==> src/rtl/gray_pkg.sv <==
// Shared Gray-domain helpers and constants.
// Used by the counter and by other blocks that work with Gray codes.
package gray_pkg;

    // Widest value the shared conversion function handles.
    localparam int GRAY_MAX_W = 64;

    localparam logic CNT_UP = 1'b1;
    localparam logic CNT_DN = 1'b0;

    // Narrower callers zero-extend their operand and truncate the result.
    // The shifted-in zero at the top keeps the low bits correct for any width.
    function automatic logic [GRAY_MAX_W-1:0] bin2gray(input logic [GRAY_MAX_W-1:0] bin);
        return bin ^ (bin >> 1);
    endfunction

endpackage

==> src/rtl/gray_counter_bin2gray.sv <==
// Combinational binary-to-Gray converter.
// This is the inverse of the Gray-to-binary converter that sits downstream.
module bin2gray
    import gray_pkg::*;
#(
    parameter int DATA_WIDTH = 32
) (
    input  logic [DATA_WIDTH-1:0] i_bin,
    output logic [DATA_WIDTH-1:0] o_gray
);

    logic [GRAY_MAX_W-1:0] w_bin_ext;
    logic [GRAY_MAX_W-1:0] w_gray_ext;

    assign w_bin_ext  = GRAY_MAX_W'(i_bin);
    assign w_gray_ext = gray_pkg::bin2gray(w_bin_ext);
    assign o_gray     = w_gray_ext[DATA_WIDTH-1:0];

endmodule

==> src/rtl/gray_counter.sv <==
// Up/down counter kept in binary and presented as registered Gray code.
// The Gray register is loaded from the converted next-state value, so the output needs no XOR after the flop.
module gray_counter
    import gray_pkg::*;
#(
    parameter int DATA_WIDTH = 32,
    parameter int WRAP       = 1
) (
    input  logic                  clk,
    input  logic                  rst_n,
    input  logic                  en,
    input  logic                  up_dn,
    input  logic                  load,
    input  logic [DATA_WIDTH-1:0] load_bin,
    output logic [DATA_WIDTH-1:0] bin_out,
    output logic [DATA_WIDTH-1:0] gray_out,
    output logic                  at_max,
    output logic                  at_min,
    output logic                  wrap_p
);

    localparam logic [DATA_WIDTH-1:0] CNT_ALL_ONES = '1;
    localparam logic [DATA_WIDTH-1:0] CNT_ZERO     = '0;
    localparam logic [DATA_WIDTH-1:0] CNT_ONE      = {{(DATA_WIDTH-1){1'b0}}, 1'b1};

    if (DATA_WIDTH < 2 || DATA_WIDTH > GRAY_MAX_W) begin : g_bad_width
        $error("gray_counter: DATA_WIDTH out of range");
    end

    logic [DATA_WIDTH-1:0] r_cnt;
    logic [DATA_WIDTH-1:0] r_gcnt;
    logic                  r_wrap_p;

    logic [DATA_WIDTH-1:0] w_cnt_nxt;
    logic [DATA_WIDTH-1:0] w_gcnt_nxt;
    logic                  w_wrap_nxt;
    logic                  w_at_max;
    logic                  w_at_min;

    // Wrap/saturate decisions come from these decodes, never from the adder carry.
    assign w_at_max = (r_cnt == CNT_ALL_ONES);
    assign w_at_min = (r_cnt == CNT_ZERO);

    always_comb begin
        w_cnt_nxt  = r_cnt;
        w_wrap_nxt = 1'b0;
        if (load) begin
            w_cnt_nxt = load_bin;
        end else if (en && (up_dn == CNT_UP)) begin
            if (w_at_max) begin
                if (WRAP != 0) begin
                    w_cnt_nxt  = CNT_ZERO;
                    w_wrap_nxt = 1'b1;
                end
            end else begin
                w_cnt_nxt = r_cnt + CNT_ONE;
            end
        end else if (en) begin
            if (w_at_min) begin
                if (WRAP != 0) begin
                    w_cnt_nxt  = CNT_ALL_ONES;
                    w_wrap_nxt = 1'b1;
                end
            end else begin
                w_cnt_nxt = r_cnt - CNT_ONE;
            end
        end
    end

    bin2gray #(
        .DATA_WIDTH(DATA_WIDTH)
    ) u_bin2gray (
        .i_bin  (w_cnt_nxt),
        .o_gray (w_gcnt_nxt)
    );

    always_ff @(posedge clk or negedge rst_n) begin
        if (!rst_n) begin
            r_cnt    <= CNT_ZERO;
            r_gcnt   <= CNT_ZERO;
            r_wrap_p <= 1'b0;
        end else begin
            r_cnt    <= w_cnt_nxt;
            r_gcnt   <= w_gcnt_nxt;
            r_wrap_p <= w_wrap_nxt;
        end
    end

    assign bin_out  = r_cnt;
    assign gray_out = r_gcnt;
    assign at_max   = w_at_max;
    assign at_min   = w_at_min;
    assign wrap_p   = r_wrap_p;

endmodule

==> config.mk <==
export PLATFORM = sky130hd
export DESIGN_NAME = gray_counter
export DESIGN_NICKNAME = d
export VERILOG_FILES = /design/src/rtl/gray_pkg.sv /design/src/rtl/gray_counter_bin2gray.sv /design/src/rtl/gray_counter.sv
export SDC_FILE = /design/constraint.sdc
export NUM_CORES = 1
export LEC_CHECK = 0
export CORE_UTILIZATION = 50
export DETAILED_ROUTE_END_ITERATION = 10
export PLACE_DENSITY = 0.79
export SLEW_MARGIN = 15
export SYNTH_ARGS = -nofsm -noshare
export SYNTH_HDL_FRONTEND = slang
export SYNTH_SLANG_ARGS = --single-unit
==> constraint.sdc <==
create_clock -name clk -period 3.8 [get_ports clk]
set_input_delay 0.76 -clock clk [delete_from_list [all_inputs] [get_ports clk]]
set_output_delay 0.76 -clock clk [all_outputs]
set_load 0.01 [all_outputs]
==> summary.txt, run 1 <==
Run status
  • Status: completed

Synthesis
  • Synthesized cell area: between 0.004 and 0.005 mm^2
  • Number of enable flip-flop cells after synthesis: 0
  • Syn Area/Cell: ~9 um^2
  • Mapped Cells: about 480
  • Predominant post-synthesis flop cell: dfrtp_1
  • Syn_nets: 516
  • Post-synth ARST share: 1.00
  • Synth Register Bits: 64
  • Seq/Total Area, Yosys: 0.374
  • Number of synthesis warnings: 0
  • Yosys cell types: 67

Clock network
  • Clock sinks: 64
  • CTS Buffer Depth: 2
  • CTS tree: built
  • Hold_buf cts: 0
  • Clock Latency Late Sink: ~0.37 ns
  • Clock slew at reported path FFs: ~0.080 ns
  • Post-CTS setup buffers: 0
  • Root Buffer: clkbuf_8
  • Post_cts resized: 0
  • H-tree levels: 3
  • Total CTS buffers: 9

Global routing
  • Overflow after GRT: 0
  • Largest net degree at the start of global routing: just under 50
  • Gr busiest metal: met2
  • Met1 Use GR: 0.400
  • Vias in the first global route: 3873
  • Total GRT Usage: 0.295
  • Met2 usage: 0.452
  • First-pass GRT wire length: approximately 20 mm
  • Initial antenna violation count: 0
  • Met3 Use GR: 0.0620

STA
  • RSZ-0062 raised after global routing: no
  • Least-Margin Pin Slew: 0.611 ns
  • Clk_skew: about 0.013 ns
  • Relative slew slack: 0.593
  • Fin. Hold Viols: 0
  • Final Critical Period: 3.72 ns
  • Final setup fails: 0
  • F_max: roughly 0.27 GHz
  • PnR worst setup slack: 0.0821 ns
  • Fin crit share: 0.978
  • Post-Route Setup TNS: 0 ns
  • Slew Viols, Final: 0

Job
  • Max Cap Viol: 0

Critical path
  • Worst Setup EP: at_min
  • R2r endpoint: gray_out[20]
  • Worst path depth: 4
  • Crit-path cells: or4_1 -> or4b_4 -> nor3_4 -> clkdlybuf4s50_1
  • CP arrival: between 2 and 3 ns
  • Critical path's top delay family: simple AND/OR/NAND/NOR gates
  • Slowest cell on crit path: or4_1
  • Crit Path Max Fanout: 8
  • FF-to-FF Start: bin_out[0]
  • Critical Path RT: roughly 3 ns
  • CP max stage delay: 0.73 ns
  • Critical path origin: bin_out[26]
  • Crit Path Class: reg -> out
  • Reg2reg setup slack: ~0.79 ns
  • Setup crit end kind: output port
  • CP bufs+invs: 1
  • Critical path launch point type: register
  • Reg2Reg Depth: 8

Power and ir drop
  • Total design power: roughly 2.3 mW
  • Leakage: ~2.2 nW
  • Worst VDD drop: about 210 uV
  • P per Cell Area: 407 mW/mm^2

Cells and area
  • Final net count: between 600 and 700
  • Area Overhead vs Synth: 31.5%
  • # fillers: 687
  • Layout cell share with drive strength beyond 1: 0.105
  • Most common cell after layout, fill and taps aside: clkdlybuf4s50_1
  • Commonest non-fill, non-tap cells in the layout: 102 x clkdlybuf4s50_1, 64 x dfrtp_1, 37 x xnor2_1, 37 x xor2_1, 33 x nand2_1
  • Multi-input gate area: roughly 0.0024 mm^2
  • Reg area: ~0.0016 mm^2
  • Final core occ: 0.681
  • Antenna cells: 0

Routing
  • Routed wire length: between 10 and 15 mm
  • Via density: between 5 and 6
  • Antenna Nets Post-Route: 0
  • First DRT Iteration DRCs: 420
  • WL/cell: around 18 um
  • DR vias: approximately 4100
  • Drt drc: 0
  • First-pass DRT Iterations: 5

Floorplanning
  • Core area: about 0.0083 mm^2
  • Die area: ~0.0089 mm^2
  • Num rows: 33
  • Die X-Extent: 94.5 um
  • Die height: 94.5 um
  • Io pins: roughly 100
  • Starting Density: 0.518

Placed design
  • # port buffers: a little over 100
  • Gpl congestion: roughly 0.95
  • Place WS: about 0.20 ns
  • HPWL after DPL: just under 9 mm

Hold path
  • Tightest Hold Check Type: in -> async
==> cells by family after synthesis <==
logic type                 count (synthesis)  synth area share
adders and majority gates                  3           0.00877
DFF                                       64             0.374
AOI/OAI and AO/OA                         91             0.154
and+or+nand+nor                          172             0.232
xor gates and xnor gates                  74             0.151
muxes                                      5            0.0120
buffers and inverters                     67            0.0684
==> state kept, by name, summed over array words and instances (netlist names) <==
signal    count
wrap_p        1
gray_out     31
bin_out      32
==> power breakdown <==
part / switching, mW / internal (mW)
Combinational: 0.304 / 0.362
Sequential: 0.123 / 0.788
Clock: 0.290 / 0.423
Total: 0.717 / 1.57
==> metal layers <==
layer | vias to the layer above | routed length, um
met1 | 1958 | 5480
met5 | - | 0
met2 | 198 | 5700
met3 | 29 | 950
met4 | 0 | 326
li1 | 1882 | -
==> synth_stat cells, types with 8 or more instances <==
| cell type | number | area, um^2 |
|---|---|---|
| or3_1 | 8 | 50.1 |
| dfrtp_1 | 64 | 1600 |
| xnor2_1 | 37 | 324 |
| xor2_1 | 37 | 324 |
| nor4_1 | 8 | 50.1 |
| o21ai_0 | 13 | 65.1 |
| nor2_1 | 31 | 116 |
| nor3_1 | 20 | 100 |
| inv_1 | 28 | 105 |
| nand2_1 | 33 | 124 |
| buf_2 | 11 | 55.1 |
| nand3_1 | 17 | 85.1 |
| clkbuf_1 | 22 | 82.6 |
| a211oi_1 | 11 | 82.6 |
| nand4_1 | 20 | 125 |
| a21oi_1 | 19 | 95.1 |
==> worst min path at each step <==
stage / startpoint / endpoint / slack [ns] / cells after the start
after floorplan: rst_n / bin_out[0] / 0.46 / 0
after detailed placement: bin_out[0] / bin_out[0] / 0.81 / 2
final: rst_n / bin_out[3] / 0.40 / 1
after CTS: rst_n / gray_out[1] / 0.62 / 1
after global placement: bin_out[0] / bin_out[0] / 0.79 / 2
after global routing: rst_n / bin_out[3] / 0.45 / 1
==> area by class of cell <==
type	count	area share
Multi-Input combinational cell	345	0.424
Clock buffer	12	0.0294
Sequential cell	64	0.285
Inverter	28	0.0187
Timing Repair Buffer	121	0.207
Tap cell	105	0.0233
Clock inverter	4	0.0133
==> stage by stage <==
step                      instance area (um^2)  hold WS (ns)  std cells
after floorplan                           4280         0.464        476
after global placement                    5380         0.794        663
after detailed placement                  5380         0.812        663
after CTS                                 5620         0.624        679
after global routing                      5630         0.447        679
final                                     5630         0.405        679
Power figures use the tool's default switching activity.
==> run 2, diff against run 1 <==
--- a/config.mk
+++ b/config.mk
@@ -6,6 +6,7 @@
 export NUM_CORES = 1
 export LEC_CHECK = 0
 export CORE_UTILIZATION = 50
+export CTS_BUF_LIST = sky130_fd_sc_hd__clkbuf_16
 export DETAILED_ROUTE_END_ITERATION = 10
 export PLACE_DENSITY = 0.79
 export SLEW_MARGIN = 15
==> summary.txt, run 2 (synthesis results as in run 1) <==
Run status
  • Status: completed

Critical path
  • Slowest cell on crit path: or4_1
  • Crit Path Max Fanout: 8 (unchanged)
  • Crit Path Class: reg -> out
  • CP bufs+invs: 1 (unchanged)
  • Critical path launch point type: register
  • CP max stage delay: 0.73 ns (about the same)
  • Setup crit end kind: output port
  • Critical Path RT: 3.04 ns (about the same)
  • Critical path's top delay family: simple AND/OR/NAND/NOR gates
  • CP arrival: 2.92 ns (-0.04 ns)
  • Crit-path cells: or4_1 -> or4b_4 -> nor3_4 -> clkdlybuf4s50_1

STA
  • Slew Viols, Final: 0 (unchanged)
  • Relative slew slack: 0.595 (+0.00250)
  • WHS: 0.445 ns (+0.0402 ns)
  • Least-Margin Pin Slew: 0.603 ns (-0.00739 ns)
  • Final setup fails: 0 (unchanged)
  • Fin crit share: 0.968 (-0.0108)
  • Post-Route Setup TNS: 0 ns (unchanged)
  • Fin. Hold Viols: 0 (unchanged)
  • Clk_skew: 0.00735 ns (-0.00581 ns)
  • RSZ-0062 raised after global routing: no
  • F_max: 0.272 GHz (+1.1%)
  • Final Critical Period: 3.68 ns (-0.0409 ns)

Routing
  • First-pass DRT Iterations: 7 (+2)
  • DR vias: 4062 (-0.12%)
  • First DRT Iteration DRCs: 355 (-15%)
  • Via density: 5.98 (-0.12%)
  • Routed wire length: 12.4 mm (-0.31%)
  • Met2 Wirelength: 5.80 mm (+1.7%)
  • Drt drc: 0 (unchanged)
  • Met3 Routed Length: 962 um (+1.3%)
  • Highest Signal Layer: met4
  • WL/cell: 18.3 um (-0.31%)
  • Met1 WL: 5.40 mm (-1.5%)
  • Antenna Nets Post-Route: 0 (unchanged)

Floorplanning
  • Die X-Extent: 94.5 um (unchanged)
  • Die area: 0.00893 mm^2 (unchanged)
  • Num rows: 33 (unchanged)
  • Die height: 94.5 um (unchanged)
  • Core area: 0.00826 mm^2 (unchanged)
  • Io pins: 104 (unchanged)
  • Starting Density: 0.518 (unchanged)

Job
  • Max Cap Viol: 0 (unchanged)

Cells and area
  • Final net count: 609 (unchanged)
  • Most common cell after layout, fill and taps aside: clkdlybuf4s50_1
  • Area Overhead vs Synth: 33.2%
  • Commonest non-fill, non-tap cells in the layout: 102 x clkdlybuf4s50_1, 64 x dfrtp_1, 37 x xnor2_1, 37 x xor2_1, 33 x nand2_1
  • Layout cell share with drive strength beyond 1: 0.0993 (-0.00523)
  • Antenna cells: 0 (unchanged)
  • # fillers: 668 (-2.8%)
  • Number of flip-flops in the largest register: 32 (unchanged)

Clock network
  • CTS Buffer Depth: 2 (unchanged)
  • Clock Latency Late Sink: 0.33 ns (-0.04 ns)
  • Hold_buf cts: 0 (unchanged)
  • Root Buffer: clkbuf_16
  • Total CTS buffers: 9 (unchanged)
  • H-tree levels: 3 (unchanged)
  • Clock slew at reported path FFs: 0.06 ns (-0.02 ns)
  • CTS tree: built
  • Post-CTS setup buffers: 0 (unchanged)
  • Clock sinks: 64 (unchanged)
  • Post_cts resized: 0 (unchanged)

Placed design
  • # port buffers: 103 (unchanged)
  • Gpl congestion: 0.954 (unchanged)
  • HPWL after DPL: 8.66 mm (unchanged)

Power and ir drop
  • P per Cell Area: 430 mW/mm^2 (+5.5%)
  • Leakage: 2.25 nW (+1.3%)
  • Worst VDD drop: 233 uV (+9.0%)
  • Total design power: 2.45 mW (+6.9%)

Global routing
  • First-pass GRT wire length: 20.1 mm (+0.21%)
  • Largest net degree at the start of global routing: 49 (unchanged)
  • Initial antenna violation count: 0 (unchanged)
  • Overflow after GRT: 0 (unchanged)
  • Vias in the first global route: 3930 (+1.5%)
  • Total GRT Usage: 0.292 (-0.00274)

Hold path
  • Tightest Hold Check Type: in -> async
[run 2: per-layer routing]
metal	vias up	global-route usage
met4	0	0.130
met5	-	0
met1	1930	0.402
met2	220	0.450
met3	25	0.0507
li1	1887	-
[run 2: report_power, final]
group | switching (mW) | leakage [nW] | internal [mW]
Combinational | 0.306 | 1.35 | 0.362
Sequential | 0.123 | 0.753 | 0.790
Clock | 0.301 | 0.144 | 0.567
[run 2: worst register-to-register path: stages (launching register included)]
cell      delay (ns)
dfrtp_1         0.52
ha_1            0.26
nand3_1         0.26
nor4_2          0.45
nand4_1         0.22
nand2_1         0.45
nor2_1          0.11
a211oi_1        0.47
xor2_1          0.14
[run 2: cell type report]
type	count	area, um^2	area share
clock inverter	7	86.3	0.0152
inverter	28	105	0.0184
multi-input combinational	345	2380	0.419
tap	105	131	0.0231
timing repair buffer	121	1160	0.204
sequential	64	1600	0.281
clock buffer	9	225	0.0395
[run 2: worst paths after layout]
check,start,end,slack (ns),cells after the start
max in group asynchronous,rst_n,gray_out[13],2.69,2
hold / removal,rst_n,bin_out[3],0.45,1
setup reg to reg,bin_out[0],gray_out[20],0.78,8
setup / recovery,bin_out[26],at_min,0.12,4
hold reg to reg,bin_out[0],bin_out[0],0.82,2
min in group clk,bin_out[0],bin_out[0],0.82,2
[run 2: metrics by stage]
| stage | util | setup slack (ns) | instance area, um^2 | instances |
|---|---|---|---|---|
| after global routing | 0.690 | 0.0532 | 5700 | 679 |
| final | 0.690 | 0.123 | 5700 | 679 |
| after detailed placement | 0.652 | 0.202 | 5380 | 663 |
| after floorplan | - | 0.835 | 4280 | 476 |
| after CTS | 0.690 | 0.120 | 5700 | 679 |
| after global placement | 0.652 | 0.276 | 5380 | 663 |
